**config.mk**
```make
export PLATFORM = sky130hd
export DESIGN_NAME = hazard_freeze_ctrl
export DESIGN_NICKNAME = d
export VERILOG_FILES = /design/src/rtl/cpu_pkg.sv /design/src/rtl/hazard_detect.sv /design/src/rtl/hazard_freeze_ctrl.sv
export SDC_FILE = /design/constraint.sdc
export NUM_CORES = 1
export LEC_CHECK = 0
export ABC_AREA = 1
export CAP_MARGIN = 10
export CORE_AREA = 2 2 39 41
export CTS_CLUSTER_SIZE = 16
export DETAILED_ROUTE_END_ITERATION = 12
export DIE_AREA = 0 0 41 43
export DONT_BUFFER_PORTS = 1
export SYNTH_ARGS = -nofsm -noshare
export SYNTH_HDL_FRONTEND = slang
export SYNTH_SLANG_ARGS = --single-unit
```
**constraint.sdc**
```tcl
create_clock -name clk -period 2.8 [get_ports clk]
set_input_delay 0.42 -clock clk [delete_from_list [all_inputs] [get_ports clk]]
set_output_delay 0.42 -clock clk [all_outputs]
set_load 0.1 [all_outputs]
```
**src/rtl/cpu_pkg.sv**
```systemverilog
// Shared CPU types: freeze-controller FSM states and register-file address width.
package cpu_pkg;

  localparam int REG_AW_DEF = 3;

  localparam logic [15:0] STALL_CNT_MAX = 16'hFFFF;

  typedef enum logic [1:0] {
    IDLE     = 2'd0,
    MEM_WAIT = 2'd1,
    ERROR    = 2'd2
  } freeze_state_e;

endpackage

```
**src/rtl/hazard_detect.sv**
```systemverilog
// Combinational load-use compare between the ID sources and the EX load destination.
module hazard_detect
  import cpu_pkg::*;
#(
  parameter int REG_AW = REG_AW_DEF
) (
  input  logic [REG_AW-1:0] id_src1,
  input  logic [REG_AW-1:0] id_src2,
  input  logic              id_src1_used,
  input  logic              id_src2_used,
  input  logic              ex_load,
  input  logic [REG_AW-1:0] ex_op_dest,
  output logic              hazard
);

  logic src1_hit;
  logic src2_hit;

  // Register 0 is hardwired to zero, so a load targeting it never forwards a value.
  always_comb begin
    src1_hit = id_src1_used && (id_src1 == ex_op_dest);
    src2_hit = id_src2_used && (id_src2 == ex_op_dest);
    hazard   = ex_load && (ex_op_dest != '0) && (src1_hit || src2_hit);
  end

endmodule

```
**src/rtl/hazard_freeze_ctrl.sv**
```systemverilog
// Pipeline freeze/bubble controller for load-use hazards and slow data memory.
// Optional stall_cnt output enabled by defining HAZARD_STALL_CNT_EN.
module hazard_freeze_ctrl
  import cpu_pkg::*;
#(
  parameter int MAX_WAIT = 15,
  parameter int REG_AW   = REG_AW_DEF
) (
  input  logic              clk,
  input  logic              rst,
  input  logic [REG_AW-1:0] id_src1,
  input  logic [REG_AW-1:0] id_src2,
  input  logic              id_src1_used,
  input  logic              id_src2_used,
  input  logic              ex_load,
  input  logic [REG_AW-1:0] ex_op_dest,
  input  logic              mem_req,
  input  logic              mem_ready,
  output logic              freeze_if,
  output logic              freeze_id,
  output logic              bubble_ex,
  output logic              freeze,
`ifdef HAZARD_STALL_CNT_EN
  output logic [15:0]       stall_cnt,
`endif
  output logic              mem_err
);

  localparam int CNT_W = $clog2(MAX_WAIT + 1);

  freeze_state_e    state_q, state_d;
  logic [CNT_W-1:0] wait_cnt_q, wait_cnt_d;
  logic             mem_err_q, mem_err_d;
  logic             hazard;
  logic             mem_wait;
  int               next_cnt;

  hazard_detect #(
    .REG_AW (REG_AW)
  ) u_hazard_detect (
    .id_src1      (id_src1),
    .id_src2      (id_src2),
    .id_src1_used (id_src1_used),
    .id_src2_used (id_src2_used),
    .ex_load      (ex_load),
    .ex_op_dest   (ex_op_dest),
    .hazard       (hazard)
  );

  // Memory wait outranks the load-use bubble; outputs are zero-latency from state and inputs.
  always_comb begin
    state_d    = state_q;
    wait_cnt_d = wait_cnt_q;
    mem_err_d  = mem_err_q;
    freeze_if  = 1'b0;
    freeze_id  = 1'b0;
    bubble_ex  = 1'b0;
    freeze     = 1'b0;
    mem_wait   = mem_req && !mem_ready;
    next_cnt   = int'(wait_cnt_q) + 1;

    case (state_q)
      IDLE: begin
        if (mem_wait) begin
          freeze_if  = 1'b1;
          freeze_id  = 1'b1;
          freeze     = 1'b1;
          state_d    = MEM_WAIT;
          wait_cnt_d = CNT_W'(1);
        end else if (hazard) begin
          freeze_if = 1'b1;
          freeze_id = 1'b1;
          bubble_ex = 1'b1;
        end
      end
      MEM_WAIT: begin
        if (mem_wait) begin
          freeze_if = 1'b1;
          freeze_id = 1'b1;
          freeze    = 1'b1;
          if (next_cnt > MAX_WAIT) begin
            state_d   = ERROR;
            mem_err_d = 1'b1;
          end else begin
            wait_cnt_d = CNT_W'(next_cnt);
          end
        end else begin
          // Ready, or request withdrawn: the back end releases and the hazard is re-checked.
          freeze_if  = hazard;
          freeze_id  = hazard;
          bubble_ex  = hazard;
          state_d    = IDLE;
          wait_cnt_d = '0;
        end
      end
      ERROR: begin
        freeze_if = 1'b1;
        freeze_id = 1'b1;
        freeze    = 1'b1;
        mem_err_d = 1'b1;
      end
      default: begin
        state_d    = IDLE;
        wait_cnt_d = '0;
      end
    endcase

    if (rst) begin
      freeze_if = 1'b0;
      freeze_id = 1'b0;
      bubble_ex = 1'b0;
      freeze    = 1'b0;
    end
  end

  always_ff @(posedge clk or posedge rst) begin
    if (rst) begin
      state_q    <= IDLE;
      wait_cnt_q <= '0;
      mem_err_q  <= 1'b0;
    end else begin
      state_q    <= state_d;
      wait_cnt_q <= wait_cnt_d;
      mem_err_q  <= mem_err_d;
    end
  end

  assign mem_err = mem_err_q;

`ifdef HAZARD_STALL_CNT_EN
  logic [15:0] stall_cnt_q, stall_cnt_d;

  // Saturating count of front-end stall cycles.
  always_comb begin
    stall_cnt_d = stall_cnt_q;
    if (freeze_if && (stall_cnt_q != STALL_CNT_MAX)) begin
      stall_cnt_d = stall_cnt_q + 16'd1;
    end
  end

  always_ff @(posedge clk or posedge rst) begin
    if (rst) begin
      stall_cnt_q <= '0;
    end else begin
      stall_cnt_q <= stall_cnt_d;
    end
  end

  assign stall_cnt = stall_cnt_q;
`endif

endmodule

```
== Yosys cells after proc, flatten, opt, wreduce, memory -nomap -nowiden ==
Cells that the tools add are included.

* Register bits: 7
* Input bits: 16
* Output and inout bits: 5
* Logic and storage cells: 52

* $add $sub $neg: 1
* Order comparisons: 1
* Equal/unequal tests: 9
* Mux-type cells: 23
* Bitwise logic cells: 1
* Reduce and logical (&&, ||, !) cells: 14

{| class="wikitable"
|+ Operators with widths
! operator !! number
|-
| 2-to-1 mux 4 bit || 3
|-
| one-hot mux 4 bit (3 select lines) || 1
|-
| 2-to-1 mux 1 bit || 11
|-
| AND reduction 3 bit || 3
|-
| == test 3 bit || 2
|-
| 2-to-1 mux 2 bit || 3
|-
| inequality test 2 bit, second input constant || 3
|-
| inequality test 3 bit, second input constant || 2
|-
| one-hot mux 1 bit (2 select lines) || 3
|-
| one-hot mux 2 bit (3 select lines) || 1
|-
| adder 4 x 1 -> 5 bit, second input constant || 1
|-
| greater-than comparator 5 x 4 -> 1 bit, second input constant || 1
|-
| logical AND 1 bit || 5
|-
| one-hot mux 1 bit (3 select lines) || 1
|-
| nonzero test 3 bit || 1
|-
| == test 2 x 1 -> 1 bit, second input constant || 1
|-
| == test 2 bit, second input constant || 1
|-
| zero test 2 bit || 1
|-
| nonzero test 2 bit || 1
|-
| OR reduction 2 bit || 1
|-
| zero test 1 bit || 1
|-
| logical OR 1 bit || 1
|-
| inverter 1 bit || 1
|}

== Depth between registers and ports, before layout ==
Gate-level depths: netlist (run 1).

* Word-level depth: 8
* Depth in mapped cells: 11
* Gate-level depth less buffers: 11

== By module ==
A second synthesis (run 1) with hierarchy kept.

* Cells, all modules: 101
* Area total of the unflattened synthesis: 609.3 um^2

{| class="wikitable"
|+ Modules (own cells, without submodules)
! module !! instances !! cells each !! area each (um^2) !! sequential area each (um^2)
|-
| hazard_freeze_ctrl || 1 || 66 || 469.2 || 175.2
|-
| hazard_detect || 1 || 35 || 140.1 || 0.0
|}

== Worst setup path after synthesis (run 1) ==
OpenSTA, ideal clock, no wires.

* Kind: input to output
* Start: input mem_req
* End: output freeze_if
* Arrival time: 4.011 ns
* Required time: 2.380 ns
* Slack: -1.631 ns
* Stages: 7
* Buffers on the path: 1
* Cell sequence: inv_1 -> nor2_1 -> nor2_1 -> nor3_1 -> inv_1 -> nand2_1 -> buf_4

* Longest elaborated chain between the ends: 4
* Elaborated cells between the ends (all ways): 5
* Classes of those cells: mux: 4; reduce/logical: 1

{| class="wikitable"
|+ Ends and longest elaborated chain
! what !! RTL line !! RTL
|-
| start, declared || hazard_freeze_ctrl.sv:17 || <nowiki>input logic mem_req,</nowiki>
|-
| logical AND 1 bit * || hazard_freeze_ctrl.sv:59 || <nowiki>mem_wait = mem_req && !mem_ready;</nowiki>
|-
| 2-to-1 mux 1 bit (on tied branches) || -- ||
|-
| one-hot mux 1 bit (3 select lines) * || -- ||
|-
| 2-to-1 mux 1 bit * || -- ||
|-
| end, declared || hazard_freeze_ctrl.sv:19 || <nowiki>output logic freeze_if,</nowiki>
|}

Every way passes the cells marked *; elsewhere a longest branch is shown, timed or not.

== Final worst setup path (run 1) ==
* Start: register state_q[1]
* End: output bubble_ex

* Longest elaborated chain between the ends: 3
* Elaborated cells between the ends (all ways): 4
* Classes of those cells: eq/ne: 1; mux: 2; reduce/logical: 1

{| class="wikitable"
|+ Ends and longest elaborated chain
! what !! RTL line !! RTL
|-
| start, declared || hazard_freeze_ctrl.sv:31 || <nowiki>freeze_state_e state_q, state_d;</nowiki>
|-
| start signal, assigned || hazard_freeze_ctrl.sv:122 || <nowiki>state_q <= state_d;</nowiki>
|-
| == test 2 x 1 -> 1 bit / zero test 2 bit (equally long branches) || hazard_freeze_ctrl.sv:62 || <nowiki>case (state_q)</nowiki>
|-
| one-hot mux 1 bit (2 select lines) * || hazard_freeze_ctrl.sv:62 ||
|-
| 2-to-1 mux 1 bit * || hazard_freeze_ctrl.sv:108 || <nowiki>if (rst) begin</nowiki>
|-
| end, declared || hazard_freeze_ctrl.sv:21 || <nowiki>output logic bubble_ex,</nowiki>
|}

Marked as above.

==> run_results.csv, run 1 <==
group,metric,value,unit
run_status,status,"completed",
critical_path,critical-path-top-delay-family,"simple AND/OR/NAND/NOR gates",
floorplan,initial_core_util,41.32,%
floorplan,design.portCount,21,
sta,fin_crit_sh,65.30,%
drt,drtIter0Drc,2,
sta,hold_viol_final,0,
clock_network,clockRootBuffer,"clkbuf_4",
floorplan,die_h,43,um
cells_and_area,fill_cells,143,
grt,grt_util_all_layers,14.45,%
sta,slew_headroom,41.76,%
cells_and_area,final_util,48.19,%
sta,fmax,546.9,MHz
critical_path,endpoint_kind,"output pin",
drt,post_drt_via_cell_ratio,5.029,
grt,grt_pass1_wl,1669,um
placed_design,gp_congestion,0.7782,
drt,vias,528,
synth,syn-num-nets,101,
cells_and_area,diodes,0,
pwr,p_leak,0.0003434,uW
synth,synthDistinctLibCells,20,
grt,grt_max_degree,9,
critical_path,max_stage_delay,0.42,ns
sta,rsz0062_at_grt,"false",
critical_path,critPathMaxFanout,6,
synth,synth_top_area_share,30.63,%
floorplan,row_count,14,
synth,yosysSeqAreaShare,30.63,%
synth,syn_avg_cell_area,6.889,um2
pwr,totalPowerFinal,230.1,uW
drt,drc,0,
critical_path,rr_worst_depth,10,
drt,avgRoutedWirePerCell,9.876,um
clock_network,post_cts_buffers,0,
cells_and_area,syn_to_final_growth,16.63,%
critical_path,crit_start,"state_q[1]$_DFFE_PP0P_",
synth,yosysTopAreaCell,"dfrtp_1",
floorplan,die_w,41,um
worst_hold_path,min_path_type,"input pin to asynchronous set/reset pin",
cells_and_area,final_layout_size_suffix_gt1_share,20.22,%
synth,synthTopCellsByArea,"dfrtp_1, nand2_1, xnor2_1",
sta,skew,0.0002514,ns
clock_network,cts-resized-gates,0,
drt,ant_nets,0,
sta,drv_slew,0,
clock_network,hold_buffers,0,
pwr,power_density,345.0,mW/mm2
critical_path,path_buf_inv,1,
critical_path,rrSetupSlack,1.29,ns
critical_path,worstReg2RegEnd,"wait_cnt_q[1]$_DFFE_PP0P_",
critical_path,path_class,"flop to output pin",
sta,fin_tns_setup,0,ns
critical_path,crit_end,"bubble_ex",
clock_network,htreeDepth,1,
floorplan,die_area,0.001763,mm2
grt,overflow,0,
synth,synthCells,83,
clock_network,clock_latency,0.24,ns
floorplan,core-area,0.001384,mm2
critical_path,cp.arrival,1.41,ns
flow_run,drv_cap,0,
drt,wirelength,1037,um
drt,dr.pass1.iters,2,
critical_path,crit_required,2.38,ns
sta,worst_pin_slew,0.8736,ns
critical_path,crit_chain,"nor2_1, nand2_1, nor2_2, buf_4",
critical_path,cp.depth,4,
synth,ys_ff_latch,7,
clock_network,cts-buffers-inserted,3,
grt,grt_antenna_before_repair,0,
placed_design,place.port_buffers,0,
clock_network,cts_tree,"yes",
sta,finalSetupViolations,0,
sta,finalCriticalPeriod,1.829,ns
grt,grt_pass1_vias,477,
clock_network,clk_pin_slew,0.05,ns
cells_and_area,fin_nets,108,
clock_network,cts_sinks,7,
synth,netlist_area,571.8,um2
cells_and_area,instances_no_fill,105,
synth,ys_warn_count,0,
critical_path,rr_startpoint,"wait_cnt_q[0]$_DFFE_PP0P_",
pwr,vdd_drop_max,0.0002644,V
placed_design,dp.cells,101,
clock_network,cts_buffer_depth,2,
critical_path,cpMaxStageDelayCell,"dfrtp_1",
critical_path,startpoint_type,"flop",
placed_design,post-dp-hpwl,921.1,um
## through the flow
stage,area [um2],setup WS [ns],hold WS (ns)
CTS,666.9,0.9448,0.004117
global placement,640.6,1.119,0.2609
floorplan,590.6,0.03411,0.2316
detailed placement,640.6,1.080,0.2740
finish,666.9,0.9715,0.006912
global route,666.9,0.8490,0.02602
## how the worst min path moves through the flow
stage               cells past startpoint                   endpoint  slack (ns)  start
floorplan                               1        mem_err$_DFFE_PP0P_        0.23    rst
global placement                        1     state_q[0]$_DFFE_PP0P_        0.26    rst
detailed placement                      1     state_q[1]$_DFFE_PP0P_        0.27    rst
CTS                                     1     state_q[1]$_DFFE_PP0P_       0.004    rst
global route                            1  wait_cnt_q[0]$_DFFE_PP0P_        0.03    rst
finish                                  1     state_q[1]$_DFFE_PP0P_       0.007    rst
## cell usage after synthesis (all sizes together)
cell type,instances
a21oi,2
nand4,3
nand2,28
nand3,7
o22ai,1
dfrtp,7
inv,13
a21boi,1
ha,2
nand3b,1
or2,1
o31a,1
buf,1
xnor2,5
nor2,9
nor3,1
## logic make-up after synthesis
logic type | Yosys count | share of synthesized area (%)
adders and majority gates | 2 | 4.376
AOI/OAI and AO/OA | 5 | 5.691
DFF | 7 | 30.63
buffers and inverters | 14 | 9.848
and+or+nand+nor | 50 | 41.79
xor gates and xnor gates | 5 | 7.658
## registers in the layout (all words and copies together), names as in the netlist
register and count:
mem_err 1, state_q 2, wait_cnt_q 4
## report_power, final
| part | internal [uW] | switching (uW) |
|---|---|---|
| registers | 101 | 0 |
| clock network | 54.0 | 31.3 |
| logic | 14.0 | 29.3 |
## metal layers
layer  vias to the layer above  global-route usage [%]  wire length, um
met1                       230                   15.10              407
li1                        273                       -                -
met4                         0                   10.67               29
met3                         4                   5.759               79
met2                        21                   21.88              521
met5                         -                       0                0
## cell usage in the layout, fill, tap and decap left out, types with 2 or more instances in the layout
cell | Yosys | routed
nand2_1 | 22 | 21
inv_1 | 11 | 11
nand3_1 | 7 | 7
nor2_1 | 8 | 7
dfrtp_1 | 7 | 7
xnor2_1 | 5 | 5
nand2_2 | 4 | 4
nand4_1 | 3 | 3
nand2_4 | 2 | 3
clkbuf_4 | 0 | 3
nor2_2 | 1 | 2
inv_2 | 2 | 2
a21oi_1 | 2 | 2
ha_1 | 2 | 2
buf_4 | 1 | 2
## area by class of cell
class                           count  area [um2]  share of cell area [%]
Timing Repair Buffer                3       35.03                   5.253
Sequential cell                     7       175.2                   26.27
Inverter                           13       48.80                   7.317
Multi-Input combinational cell     62       361.6                   54.22
Clock buffer                        4       26.28                   3.940
Tap cell                           16       20.02                   3.002
(Power assumes the default switching activity.)
==> run 2: changes to the inputs <==
==> constraint.sdc (replaced) <==
create_clock -name clk -period 1.6 [get_ports clk]
set_input_delay 0.24 -clock clk [delete_from_list [all_inputs] [get_ports clk]]
set_output_delay 0.24 -clock clk [all_outputs]
set_load 0.1 [all_outputs]
==> run_results.csv, run 2 (synthesized netlist as in run 1, its figures left out) <==
group,metric,value,unit
cells_and_area,syn_to_final_growth,35.01,%
clock_network,cts-buffers-inserted,3,
sta,fin_tns_setup,0,ns
sta,hold_viol_final,0,
cells_and_area,final_cell_area,772.0,um2
critical_path,cp.arrival,1.29,ns
critical_path,rrSetupSlack,0.13,ns
clock_network,clock_latency,0.25,ns
clock_network,clk_pin_slew,0.05,ns
grt,grt_pass1_vias,507,
floorplan,initial_core_util,41.32,%
sta,slew_headroom,81.12,%
sta,rsz0062_at_grt,"true",
sta,finalCriticalPeriod,1.530,ns
drt,ant_nets,0,
cells_and_area,largest_register_ff_count,4,
critical_path,crit_required,1.36,ns
grt,grt_util_all_layers,15.87,%
critical_path,endpoint_kind,"output pin",
critical_path,rr_worst_depth,11,
critical_path,startpoint_type,"flop",
floorplan,design.portCount,21,
worst_hold_path,min_path_cells,3,
critical_path,path_class,"flop to output pin",
grt,grt_max_degree,8,
floorplan,die_h,43,um
drt,wirelength,1135,um
sta,worst_pin_slew,0.2832,ns
pwr,p_leak,0.0003809,uW
cells_and_area,fill_cells,136,
grt,overflow,0,
floorplan,core-area,0.001384,mm2
clock_network,cts_buffer_depth,2,
sta,fmax,653.7,MHz
sta,finalSetupViolations,0,
cells_and_area,layout_common_cells,"nand2_1, inv_1, nand3_1, dfrtp_1, buf_4",
critical_path,critPathMaxFanout,4,
pwr,power_density,550.4,mW/mm2
floorplan,die_area,0.001763,mm2
drt,dr.pass1.iters,2,
cells_and_area,top_register,"wait_cnt_q",
floorplan,die_w,41,um
sta,drv_slew,0,
clock_network,cts_tree,"yes",
placed_design,place.port_buffers,0,
placed_design,gp_congestion,0.8324,
floorplan,row_count,14,
cells_and_area,final_layout_size_suffix_gt1_share,31.25,%
clock_network,clockRootBuffer,"clkbuf_4",
sta,skew,0.0008780,ns
cells_and_area,final_common_cell,"nand2_1",
drt,vias,565,
drt,avgRoutedWirePerCell,10.13,um
worst_hold_path,hold_end,"state_q[0]$_DFFE_PP0P_",
run_status,status,"completed",
drt,drtIter0Drc,5,
drt,post_drt_via_cell_ratio,5.045,
cells_and_area,fin_nets,115,
pwr,totalPowerFinal,424.9,uW
critical_path,worstReg2RegEnd,"wait_cnt_q[2]$_DFFE_PP0P_",
worst_hold_path,holdCritStartpoint,"mem_ready",
flow_run,drv_cap,0,
sta,fin_crit_sh,95.61,%
grt,grt_pass1_wl,1876,um
clock_network,htreeDepth,1,
placed_design,dpl-instance-area,701.9,um2
cells_and_area,diodes,0,
worst_hold_path,min_path_type,"input pin to flop",
grt,grt_antenna_before_repair,0,
clock_network,cts_sinks,7,
drt,drc,0,
pwr,vdd_drop_max,0.0004005,V
critical_path,rr_startpoint,"wait_cnt_q[0]$_DFFE_PP0P_",
placed_design,post-dp-hpwl,906.5,um
-- run 2: critical path, stage by stage (launching register included) --
cell and delay (ns):
dfrtp_1 0.41, nand2_1 0.08, inv_2 0.05, nor3_4 0.17, inv_2 0.08, nand2_8 0.07, buf_12 0.17
-- run 2: what timing repair did --
item | CTS | global route
endpoints found under the setup margin | 3 | 7
pin swaps | 0 | 3
resized for setup | 2 | 2
hold buffers | 1 | 0
hold endpoints to repair | 7 | 0
setup buffers | 1 | 2
-- run 2: metal layers --
layer | vias up | GRT usage, % | wire length (um)
met3 | 4 | 3.141 | 60
met2 | 18 | 24.38 | 567
met5 | - | 0 | 0
li1 | 289 | - | -
met4 | 0 | 12.00 | 31
met1 | 254 | 18.12 | 476
-- run 2: final cells by class --
| cell class | count | area, um2 | share of cell area [%] |
|---|---|---|---|
| inverters | 13 | 48.80 | 6.321 |
| repair buffers | 10 | 115.1 | 14.91 |
| clock buffers | 4 | 26.28 | 3.404 |
| multi-input cells | 62 | 385.4 | 49.92 |
| flip-flops and latches | 7 | 176.4 | 22.85 |
| well taps | 16 | 20.02 | 2.593 |
-- run 2: worst max path at each step --
stage / from / end / slack, ns
2_1_floorplan: state_q[1]$_DFFE_PP0P_ / freeze_if / -0.58
3_3_place_gp: wait_cnt_q[0]$_DFFE_PP0P_ / wait_cnt_q[0]$_DFFE_PP0P_ / 0.11
3_5_place_dp: wait_cnt_q[0]$_DFFE_PP0P_ / wait_cnt_q[2]$_DFFE_PP0P_ / 0.08
4_1_cts: state_q[0]$_DFFE_PP0P_ / freeze_id / 0.003
5_1_grt: wait_cnt_q[0]$_DFFE_PP0P_ / wait_cnt_q[2]$_DFFE_PP0P_ / -0.02
6_report: state_q[0]$_DFFE_PP0P_ / freeze_id / 0.07
-- run 2: where the power goes --
| part | internal, uW | leakage (uW) | switching (uW) |
|---|---|---|---|
| Clock | 94.9 | 0.0000150 | 60.8 |
| Sequential | 177 | 0.0000818 | 0 |
| Combinational | 35.9 | 0.000284 | 55.8 |
| Total | 308 | 0.000381 | 117 |
-- run 2: stage by stage --
step           instances  hold slack, ns  setup slack [ns]  utilization [%]
4_1_cts              110          0.2524          0.002745            54.43
3_3_place_gp         104          0.1260            0.1131            50.72
6_report             112          0.2688           0.07021            55.79
2_1_floorplan         83         0.05159           -0.5774                -
5_1_grt              112          0.2890          -0.01734            55.79
3_5_place_dp         104          0.1230           0.07869            50.72
